**src/rtl/ad_ip_jesd204_tpl_adc_pnmon.sv**
```systemverilog
// rtl/ad_ip_jesd204_tpl_adc_pnmon.sv - per-channel JESD204 ADC PN sequence monitor
module ad_ip_jesd204_tpl_adc_pnmon #(
   parameter int DATA_PATH_WIDTH      = 2,
   parameter int CONVERTER_RESOLUTION = 16,
   parameter int OOS_THRESHOLD        = 16
) (
   input  logic                                            link_clk,
   input  logic                                            adc_rst,
   input  logic [DATA_PATH_WIDTH*CONVERTER_RESOLUTION-1:0] data,
   input  logic [3:0]                                      pn_seq_sel,
   output logic                                            pn_err,
   output logic                                            pn_oos
);

   localparam int W  = DATA_PATH_WIDTH * CONVERTER_RESOLUTION;
   localparam int HW = 31;
   localparam int CW = $clog2(OOS_THRESHOLD) + 1;

   typedef enum logic {OOS, IN_SYNC} state_t;

   logic [HW-1:0]   history;
   logic [HW-1:0]   history_next;
   logic [HW-1:0]   hist_q;
   logic [W-1:0]    data_q;
   logic [3:0]      sel_q;
   logic [3:0]      sel_d;
   logic            mismatch_q;
   logic            chg_q;
   logic            idle_q;
   logic [HW+W-1:0] in_ext;
   logic [HW+W-1:0] ev_ext;
   logic            e9, e23, e15, e31;
   logic            word_err;

   state_t          state, state_n;
   logic [CW-1:0]   count, count_n;
   logic            err_n;
   logic            oos_n;

   // Time position k of the word: sample 0 first, MSB first within a sample.
   function automatic int stream_idx(input int k);
      return (k / CONVERTER_RESOLUTION) * CONVERTER_RESOLUTION
             + CONVERTER_RESOLUTION - 1 - (k % CONVERTER_RESOLUTION);
   endfunction

   // ext vectors hold the stream oldest bit at index 0, newest at the top.
   always_comb begin
      in_ext = '0;
      ev_ext = '0;
      for (int i = 0; i < HW; i++) begin
         in_ext[i] = history[i];
         ev_ext[i] = hist_q[i];
      end
      for (int k = 0; k < W; k++) begin
         in_ext[HW+k] = data[stream_idx(k)];
         ev_ext[HW+k] = data_q[stream_idx(k)];
      end
      history_next = in_ext[W +: HW];
   end

   always_comb begin
      e9  = 1'b0;
      e23 = 1'b0;
      e15 = 1'b0;
      e31 = 1'b0;
      for (int k = 0; k < W; k++) begin
         e9  = e9  | (ev_ext[HW+k] ^ ev_ext[HW+k-9]  ^ ev_ext[HW+k-5]);
         e23 = e23 | (ev_ext[HW+k] ^ ev_ext[HW+k-23] ^ ev_ext[HW+k-18]);
         e15 = e15 | (ev_ext[HW+k] ^ ev_ext[HW+k-15] ^ ev_ext[HW+k-14]);
         e31 = e31 | (ev_ext[HW+k] ^ ev_ext[HW+k-31] ^ ev_ext[HW+k-28]);
      end
      case (sel_q[1:0])
         2'd0:    word_err = e9;
         2'd1:    word_err = e23;
         2'd2:    word_err = e15;
         default: word_err = e31;
      endcase
   end

   always_ff @(posedge link_clk or posedge adc_rst) begin
      if (adc_rst) begin
         data_q     <= '0;
         hist_q     <= '0;
         history    <= '0;
         sel_q      <= '0;
         sel_d      <= '0;
         mismatch_q <= 1'b0;
         chg_q      <= 1'b0;
         idle_q     <= 1'b0;
      end else begin
         data_q     <= data;
         hist_q     <= history;
         history    <= history_next;
         sel_q      <= pn_seq_sel;
         sel_d      <= sel_q;
         // All-zero is the lock-up state of every recurrence, so never a match.
         mismatch_q <= word_err | (data_q == '0);
         chg_q      <= (sel_q != sel_d);
         idle_q     <= (sel_q[3:2] != 2'b00);
      end
   end

   always_comb begin
      state_n = state;
      count_n = count;
      err_n   = 1'b0;
      if (idle_q || chg_q) begin
         state_n = OOS;
         count_n = '0;
      end else if (state == OOS) begin
         if (mismatch_q) begin
            count_n = '0;
         end else if (count == CW'(OOS_THRESHOLD - 1)) begin
            state_n = IN_SYNC;
            count_n = '0;
         end else begin
            count_n = count + CW'(1);
         end
      end else begin
         if (!mismatch_q) begin
            count_n = '0;
         end else begin
            err_n = 1'b1;
            if (count == CW'(OOS_THRESHOLD - 1)) begin
               state_n = OOS;
               count_n = '0;
            end else begin
               count_n = count + CW'(1);
            end
         end
      end
      oos_n = (state_n == OOS);
   end

   always_ff @(posedge link_clk or posedge adc_rst) begin
      if (adc_rst) begin
         state  <= OOS;
         count  <= '0;
         pn_err <= 1'b0;
         pn_oos <= 1'b1;
      end else begin
         state  <= state_n;
         count  <= count_n;
         pn_err <= err_n;
         pn_oos <= oos_n;
      end
   end

endmodule

```
**config.mk**
```make
export PLATFORM = sky130hd
export DESIGN_NAME = ad_ip_jesd204_tpl_adc_pnmon
export DESIGN_NICKNAME = d
export VERILOG_FILES = /design/src/rtl/ad_ip_jesd204_tpl_adc_pnmon.sv
export SDC_FILE = /design/constraint.sdc
export NUM_CORES = 1
export LEC_CHECK = 0
export ABC_AREA = 1
export BUFFER_PORTS_ARGS = -buffer_cell sky130_fd_sc_hd__buf_2
export CAP_MARGIN = 20
export CORE_UTILIZATION = 35
export DETAILED_ROUTE_END_ITERATION = 7
export PLACE_DENSITY = 0.5
export REMOVE_ABC_BUFFERS = 1
export SYNTH_ARGS = -nofsm -noshare
export SYNTH_HDL_FRONTEND = slang
export SYNTH_SLANG_ARGS = --single-unit
```
**constraint.sdc**
```tcl
create_clock -name link_clk -period 4.7 [get_ports link_clk]
set_input_delay 0.235 -clock link_clk [delete_from_list [all_inputs] [get_ports link_clk]]
set_output_delay 0.235 -clock link_clk [all_outputs]
set_load 0.1 [all_outputs]
```
==> flow_summary.yaml, run 1 <==
outcome:
  status: "completed"
power:
  irDropWorstVdd_uv: 191
  p_leak_uw: 0.00369
  power_density_nw_per_um2: 286
  p_total_uw: 2010
floorplanning:
  num_rows: 48
  pin_count: 40
  dieArea_um2: 18200
  start_util_pct: 35.8
  coreArea_um2: 17300
  die_y_um: 135
  fp.dieW_um: 135
synth:
  post_synth_num_cell_types: 33
  synth-edff-count: 0
  post-synth-top-count-cell: "nand2_1"
  ys_async_sr_fraction_pct: 100
  synthTopCellsByCount: "nand2_1, nand3_1, dfrtp_1"
  synth_top_area_cell: "dfrtp_1"
  synth-seq-cells: 82
  yosysWarnings: 0
  synth_top_area_share_pct: 32.7
  synth_seq_area_share_pct: 33.1
  synth_area_per_cell_um2: 6.55
  synthTopCellsByArea: "dfrtp_1, nand2_1, nand3_1"
  synth_top_flop_cell: "dfrtp_1"
  synthesis.area_um2: 6190
  netlist_instances: 946
worst_setup_path:
  worstSetupEndpointType: "register"
  cp_max_fo: 12
  worst-path-buf-inv: 2
  cp_top_family: "simple AND/OR/NAND/NOR gates"
  path_class: "register to register"
  cp_cell_sequence: "inv_1, nand2_1, nand2_1, nand2_1, nand2_1, nor2_1, nand2_1, inv_1, nand2_1, nor2_1, nand2_1, a21oi_2, nand3_2"
  cp_slowest_cell: "dfrtp_1"
  cp.required_ns: 4.93
  startpoint_type: "register"
  cp_slowest_stage_delay_ns: 0.74
  crit_top_cell: "nand2_1"
  arrival_ns: 2.55
grt:
  grt_pass1_wl_mm: 35.4
  grt_max_degree: 57
  overflow: 0
  track_usage_pct: 26.9
  antenna_found_initial: 0
  grt_pass1_vias: 5846
detailed_routing:
  vias: 6119
  firstDrtPassIters: 5
  wirelength_mm: 23.1
  antenna_left: 0
  route.detailed.wl_per_inst_um: 18.9
  remaining_drc_errors: 0
  avgViaCountPerCell: 5.00
  drt_iter0_markers: 544
clock_network:
  clock_path_buffers: 2
  cts_setup_buffers: 0
  path_clk_slew_ns: 0.07
  clkSinkCount: 82
  cts_hold_buf: 37
  tritoncts: "done"
  cts_resized: 0
  clock-root-buffer: "clkbuf_16"
  cts_buffers: 9
  htreeDepth: 3
  insertion_delay_ns: 0.36
sta:
  timing.hold.ws_ns: 0.401
  hold_viol_final: 0
  max_slew_margin_pct: 45.8
  fmax_mhz: 433
  post-route-period-util_pct: 49.2
  min_period_ns: 2.31
  setup_viol: 0
  rsz0062_at_grt: "no"
  tightestPinTransition_ns: 0.813
  drv_slew: 0
  skew_ns: 0.0102
  tns_ns: 0
cells_and_area:
  multi_input_area_um2: 3450
  syn_to_final_growth_pct: 13.2
  stdcell_count: 1223
  fin_util_pct: 40.5
  diodes: 0
  regArea_um2: 2050
  fin_nets: 1032
  drive_gt1_share_pct: 11.5
  fillers: 1887
placed_design:
  dpl.hpwl_mm: 16.9
  globalplace.congestion: 0.922
  io_buffers: 39
  dp_cells: 1170
job:
  cap_violations: 0
worst_hold_path:
  hold_path.class: "input port to async pin"
layout by cell type (no fill, tap or decap), types with 4 or more instances in the layout:
cell type      instances
dfrtp_1               81
nand3_1              110
nor2_1                61
inv_4                 10
inv_6                  4
clkbuf_16              9
o21ai_0                6
nor4_1                 5
nand3_2                5
inv_2                 24
xnor2_1               39
buf_2                 39
inv_1                 46
nand2_2               12
dlygate4sd3_1         37
xor2_1                38
nand2_1              444
sequential cells by signal, summed over array words and instances, names as in the netlist, 4 cells and up:
signal	count
sel_q	4
count	5
hist_q	31
sel_d	4
data_q	31
power by group:
group          internal, µW  total (µW)  switching [µW]
clock network           432         756             324
registers               737         845             108
logic                   160         404             245
total                  1330        2010             677
cells by family after synthesis:
logic type	count (synthesis)	share of synthesized area [%]
AND/OR/NAND/NOR	650	43.4
buffers and inverters	125	11.2
flip-flops	82	33.1
XOR/XNOR	78	11.1
AO/OA/AOI/OAI	10	0.909
adder cells (fa/ha/maj)	1	0.202
layout make-up:
type                            count  share of cell area [%]
Timing Repair Buffer               77                    8.17
Clock inverter                      6                    1.02
Sequential cell                    82                    29.3
Tap cell                          225                    4.02
Multi-Input combinational cell    739                    49.2
Inverter                           84                    4.93
Clock buffer                       10                    3.41
worst min-delay path, stage by stage:
cell	delay (ns)
dlygate4sd3_1	0.53
buf_2	0.13
inv_4	0.26
final timing paths:
| kind | start | end | slack, ns | cells after the start |
|---|---|---|---|---|
| setup / recovery | data_q[14] | mismatch_q | 2.39 | 13 |
| hold / removal | adc_rst | data_q[30] | 0.40 | 3 |
| setup reg to reg | data_q[14] | mismatch_q | 2.39 | 13 |
| hold reg to reg | sel_q[3] | sel_d[3] | 0.42 | 0 |
| max in group asynchronous | adc_rst | hist_q[0] | 3.26 | 4 |
| min in group link_clk | sel_q[3] | sel_d[3] | 0.42 | 0 |
routing by layer:
| metal | share of wire [%] | track usage (%) | up-vias | wire length (µm) |
|---|---|---|---|---|
| met3 | 6.6 | 4.35 | 47 | 1510 |
| met1 | 44 | 35.7 | 2823 | 10100 |
| met2 | 46 | 42.5 | 252 | 10500 |
| li1 | - | - | 2997 | - |
| met4 | 4.2 | 12.7 | 0 | 958 |
| met5 | 0 | 0 | - | 0 |
metrics by stage:
step	area, µm²	setup slack, ns
final	7010	2.39
after global routing	7010	2.11
after CTS	7010	2.41
after detailed placement	6330	2.44
after global placement	6330	2.40
after floorplan	5840	2.36
Power figures use the tool's default switching activity.
==> inputs of run 2 (changes only) <==
--- a/config.mk
+++ b/config.mk
@@ -10,7 +10,7 @@
 export CAP_MARGIN = 20
 export CORE_UTILIZATION = 35
 export DETAILED_ROUTE_END_ITERATION = 7
-export PLACE_DENSITY = 0.5
+export PLACE_DENSITY = 0.52
 export REMOVE_ABC_BUFFERS = 1
 export SYNTH_ARGS = -nofsm -noshare
 export SYNTH_HDL_FRONTEND = slang
==> constraint.sdc (replaced) <==
create_clock -name link_clk -period 1.9 [get_ports link_clk]
set_input_delay 0.095 -clock link_clk [delete_from_list [all_inputs] [get_ports link_clk]]
set_output_delay 0.095 -clock link_clk [all_outputs]
set_load 0.1 [all_outputs]
==> run 2 against run 1 <==
  * Sequential power increased by 130%
  * Register-to-register slack got worse by 2.4 ns
  * Sequential share of layout area down 2.2 points
==> flow_summary.yaml, run 2 (synthesized netlist as in run 1, its figures left out) <==
outcome:
  status: "completed"
floorplanning:
  coreArea_um2: 17300
  start_util_pct: 35.8
  die_y_um: 135
  pin_count: 40
  dieArea_um2: 18200
  num_rows: 48
  fp.dieW_um: 135
sta:
  fmax_mhz: 536
  hold_viol_final: 0
  post-route-period-util_pct: 98.2
  tightestPinTransition_ns: 0.483
  final.setup.worst_slack_ns: 0.0341
  skew_ns: 0.00993
  rsz0062_at_grt: "yes"
  drv_slew: 0
  min_period_ns: 1.87
  max_slew_margin_pct: 68.0
  setup_viol: 0
worst_setup_path:
  worstSetupEndpointType: "register"
  cp_max_fo: 7
  path_class: "register to register"
  cp.required_ns: 2.14
  ff2ff_path_depth: 12
  startpoint_type: "register"
  arrival_ns: 2.11
clock_network:
  htreeDepth: 3
  cts_buffers: 9
  clkSinkCount: 82
  clock-root-buffer: "clkbuf_16"
  tritoncts: "done"
  insertion_delay_ns: 0.36
  clock_path_buffers: 2
  path_clk_slew_ns: 0.07
cells_and_area:
  syn_to_final_growth_pct: 23.7
  multi_input_area_um2: 3490
  fillers: 1810
  top_regs: "data_q (31), hist_q (31), count (5)"
  stdcell_area_um2: 7660
  regArea_um2: 2070
  diodes: 0
  fin_nets: 1103
  layout_commonest_cell: "nand2_1"
  drive_gt1_share_pct: 19.6
  final_cell_mix: "nand2_1, nand3_1, dfrtp_1, buf_4, nor2_1"
detailed_routing:
  firstDrtPassIters: 5
  avgViaCountPerCell: 4.95
  wl_met3_mm: 1.69
  remaining_drc_errors: 0
  wirelength_mm: 23.3
  antenna_left: 0
  drt-met1-wl_mm: 10.2
  route.detailed.wl_per_inst_um: 18.0
  drt_iter0_markers: 523
  routed.top_layer: "met4"
  met2_length_mm: 10.4
  vias: 6400
placed_design:
  io_buffers: 39
  post-place-ws_ns: -0.0306
  globalplace.congestion: 0.987
  dpl.hpwl_mm: 18.0
  placed_cell_area_um2: 6890
job:
  cap_violations: 0
grt:
  grt_pass1_vias: 6036
  antenna_found_initial: 0
  track_usage_pct: 27.2
  grt_pass1_wl_mm: 35.7
  grt_max_degree: 53
  overflow: 0
power:
  power_density_nw_per_um2: 649
  irDropWorstVdd_uv: 421
  p_total_uw: 4970
  p_leak_uw: 0.00405
worst_hold_path:
  hold_path.class: "input port to async pin"
[run 2: cell types whose count changed in the layout (fill, tap and decap cells not counted), moves of 2 or more]
cell,change
buf_4,+65
dfrtp_1,-15
dfrtp_2,+15
buf_12,+6
nand2_1,-3
nand2_2,+3
xnor2_1,-3
xnor2_2,+3
clkinv_4,+2
inv_2,-2
inv_4,+2
[run 2: area by class of cell]
class	instances	area share, %
clock buffers	9	2.94
clock inverters	7	0.768
inverters	84	4.62
multi-input cells	739	45.5
flip-flops and latches	82	27.1
well taps	225	3.68
repair buffers	148	15.4
[run 2: stage by stage]
step	utilization [%]	setup TNS, ns	std cells	hold WS (ns)
floorplan	-	-24.44	905	0.126
global placement	39.8	-0.0422	1234	0.117
detailed placement	39.8	-0.0306	1234	0.125
CTS	43.6	0	1287	0.287
global route	44.3	-0.0254	1294	0.316
finish	44.3	0	1294	0.273
[run 2: per-layer routing]
metal	up-vias	GRT usage [%]
met4	0	14.9
met5	-	0
met2	256	41.7
met3	59	4.35
li1	3142	-
met1	2943	36.6
[run 2: final timing paths]
path	slack, ns	endpoint	start
hold / removal	0.27	data_q[21]	adc_rst
setup reg to reg	0.03	mismatch_q	data_q[8]
min in group link_clk	0.37	data_q[4]	data[4]
max in group asynchronous	0.98	pn_oos	adc_rst
setup / recovery	0.03	mismatch_q	data_q[8]
hold reg to reg	0.41	sel_d[2]	sel_q[2]
[run 2: power breakdown]
| part | internal [µW] | leakage [µW] | switching [µW] |
|---|---|---|---|
| Sequential | 1830 | 0.000951 | 154 |
| Clock | 904 | 0.000133 | 820 |
| Combinational | 515 | 0.00296 | 750 |
| Total | 3250 | 0.00405 | 1720 |
[run 2: repair_timing]
| item | CTS | global route |
|---|---|---|
| setup endpoints to repair | 1 | 1 |
| setup buffers | 0 | 7 |
| hold buffers | 37 | 0 |
| pin swaps | 0 | 4 |
| gates resized for setup | 2 | 24 |
| hold endpoints to repair | 66 | 0 |
[run 2: worst max-delay path, stage by stage (launching register included)]
cell and delay, ns:
dfrtp_2 0.53, buf_4 0.20, nand2_1 0.08, nand2_2 0.09, nand2_1 0.06, nand2_2 0.11
nand2_1 0.06, nor2_1 0.18, nand2_1 0.10, nor2_2 0.09, nand3_1 0.09, nand3_2 0.09
nand3_2 0.07
==> inputs of run 3 (changes only) <==
==> constraint.sdc (replaced) <==
create_clock -name link_clk -period 1.9 [get_ports link_clk]
set_input_delay 0.285 -clock link_clk [delete_from_list [all_inputs] [get_ports link_clk]]
set_output_delay 0.285 -clock link_clk [all_outputs]
set_load 0.1 [all_outputs]
==> run 3 against run 2 <==
  * Critical path type unchanged
  * Sequential power hardly changed
  * First-iteration DRC count is 24% higher
  * Largest power group unchanged
  * Largest cell class unchanged
  * Clock skew is 0.00078 ns lower
  * Clock-buffer cell count stayed put
  * Final area is 1.6% lower
  * Highest routed layer unchanged
  * Critical path depth is 2 higher
==> flow_summary.yaml, run 3 (synthesized netlist as in run 1, its figures left out) <==
outcome:
  status: "completed"
worst_setup_path:
  ff2ff_path_depth: 14
  cp_max_fo: 4
  worstSetupEndpointType: "register"
  r2r_end: "mismatch_q"
  r2r_setup_slack_ns: 0.12
  startpoint_type: "register"
  arrival_ns: 2.03
  path_class: "register to register"
  cp.required_ns: 2.14
  reg2reg_from: "data_q[14]"
cells_and_area:
  stdcell_count: 1273
  fillers: 1832
  final_cell_mix: "nand2_1, nand3_1, buf_4"
  drive_gt1_share_pct: 22.3
  diodes: 0
  top_regs: "data_q (31), hist_q (31), count (5)"
  layout_commonest_cell: "nand2_1"
  fin_nets: 1082
  syn_to_final_growth_pct: 21.7
power:
  p_leak_uw: 0.00401
  power.internal_uw: 3380
  irDropWorstVdd_uv: 438
  seqPwrFrac_pct: 38.6
  power_density_nw_per_um2: 680
  p_switching_uw: 1750
  power.share.clock_pct: 36.4
  combPwrFrac_pct: 25.0
  swShare_pct: 34.2
clock_network:
  clkSinkCount: 82
  insertion_delay_ns: 0.36
  clock-root-buffer: "clkbuf_16"
  htreeDepth: 3
  tritoncts: "done"
  cts_buffers: 9
  clock_path_buffers: 2
  path_clk_slew_ns: 0.07
floorplanning:
  num_rows: 48
  coreArea_um2: 17300
  dieArea_um2: 18200
  pin_count: 40
  start_util_pct: 35.8
  fp.dieW_um: 135
  die_y_um: 135
detailed_routing:
  vias: 6363
  route.detailed.wl_per_inst_um: 18.7
  wirelength_mm: 23.9
  drt_iter0_markers: 648
  remaining_drc_errors: 0
  firstDrtPassIters: 7
  avgViaCountPerCell: 5.00
  antenna_left: 0
sta:
  tns_ns: 0
  setup_viol: 0
  max_slew_margin_pct: 68.2
  timing.hold.ws_ns: 0.0248
  drv_slew: 0
  tightestPinTransition_ns: 0.478
  post-route-period-util_pct: 93.9
  fmax_mhz: 561
  hold_viol_final: 0
  min_period_ns: 1.78
  skew_ns: 0.00915
placed_design:
  globalplace.congestion: 0.996
  dp_cells: 1242
  dpl.hpwl_mm: 18.6
  io_buffers: 39
grt:
  antenna_found_initial: 0
  top_usage_layer: "met2"
  grt_max_degree: 30
  overflow: 0
  grt_use_met2_pct: 42.7
  track_usage_pct: 27.2
  grt_util_met3_pct: 4.39
  grtUsageMet1_pct: 36.3
  grt_pass1_vias: 5772
  grt_pass1_wl_mm: 35.3
worst_hold_path:
  holdPathStages: 1
  hold_path.class: "input port to register"
  hold_start: "data[11]"
  min_to: "data_q[11]"
job:
  cap_violations: 0
run 3: cell types whose count changed in the layout (fill, tap and decap cells not counted), moves of 3 or more:
cell	before	now
buf_12	6	11
nor2_1	60	57
dfrtp_2	15	21
dlygate4sd3_1	37	1
buf_4	66	72
buf_6	0	3
dfrtp_1	66	60
run 3: layout make-up:
class                           instances  area (µm²)  area share (%)
Multi-Input combinational cell        739        3500            46.5
Tap cell                              225         282            3.73
Timing Repair Buffer                  127        1010            13.4
Inverter                               84         360            4.78
Clock buffer                            9         225            2.99
Sequential cell                        82        2080            27.6
Clock inverter                          7        82.6            1.10
run 3: layer usage:
metal | wire [µm] | part of all wire (%)
met1 | 10300 | 43
met3 | 1970 | 8.3
met4 | 1080 | 4.5
met5 | 0 | 0
met2 | 10500 | 44
run 3: power by group through the flow:
stage               clock, µW  sequential, µW  combinational, µW
floorplan                   0            2000                674
global placement            0            2010               1200
detailed placement          0            2010               1200
CTS                      1910            1980               1210
global route             1960            1990               1410
finish                   1870            1980               1280
run 3: timing repair:
action	4_1_cts	5_1_grt
hold buffers	1	0
endpoints found under the setup margin	0	1
gates resized for setup	0	43
setup buffers	0	15
hold endpoints to repair	25	0
run 3: stage by stage:
| step | utilization [%] | total power (µW) | worst slack [ns] | cell area (µm²) |
|---|---|---|---|---|
| floorplan | - | 2670 | -0.492 | 5840 |
| global placement | 40.4 | 3210 | 0.0134 | 7000 |
| detailed placement | 40.4 | 3210 | 0.0384 | 7000 |
| CTS | 42.3 | 5090 | 0.0278 | 7310 |
| global route | 43.6 | 5350 | -0.0164 | 7540 |
| finish | 43.6 | 5130 | 0.116 | 7540 |
run 3: worst max-delay path by stage:
stage / from / to / slack, ns / cells past startpoint
final: data_q[14] / mismatch_q / 0.12 / 14
after global placement: data_q[8] / mismatch_q / 0.01 / 11
after global routing: data_q[14] / mismatch_q / -0.02 / 11
after detailed placement: data_q[8] / mismatch_q / 0.04 / 11
after CTS: history[15] / mismatch_q / 0.03 / 10
after floorplan: adc_rst / chg_q / -0.49 / 1
run 3: worst max-delay path: stages, from the launching register on:
cell     delay (ns)
dfrtp_1        0.42
buf_6          0.14
buf_4          0.14
nand2_2        0.07
nand2_1        0.05
nand2_1        0.10
nand2_1        0.06
nor2_1         0.09
nand2_1        0.05
inv_1          0.05
nand2_1        0.06
nor2_2         0.14
nand2_1        0.08
a21oi_2        0.14
nand3_2        0.09
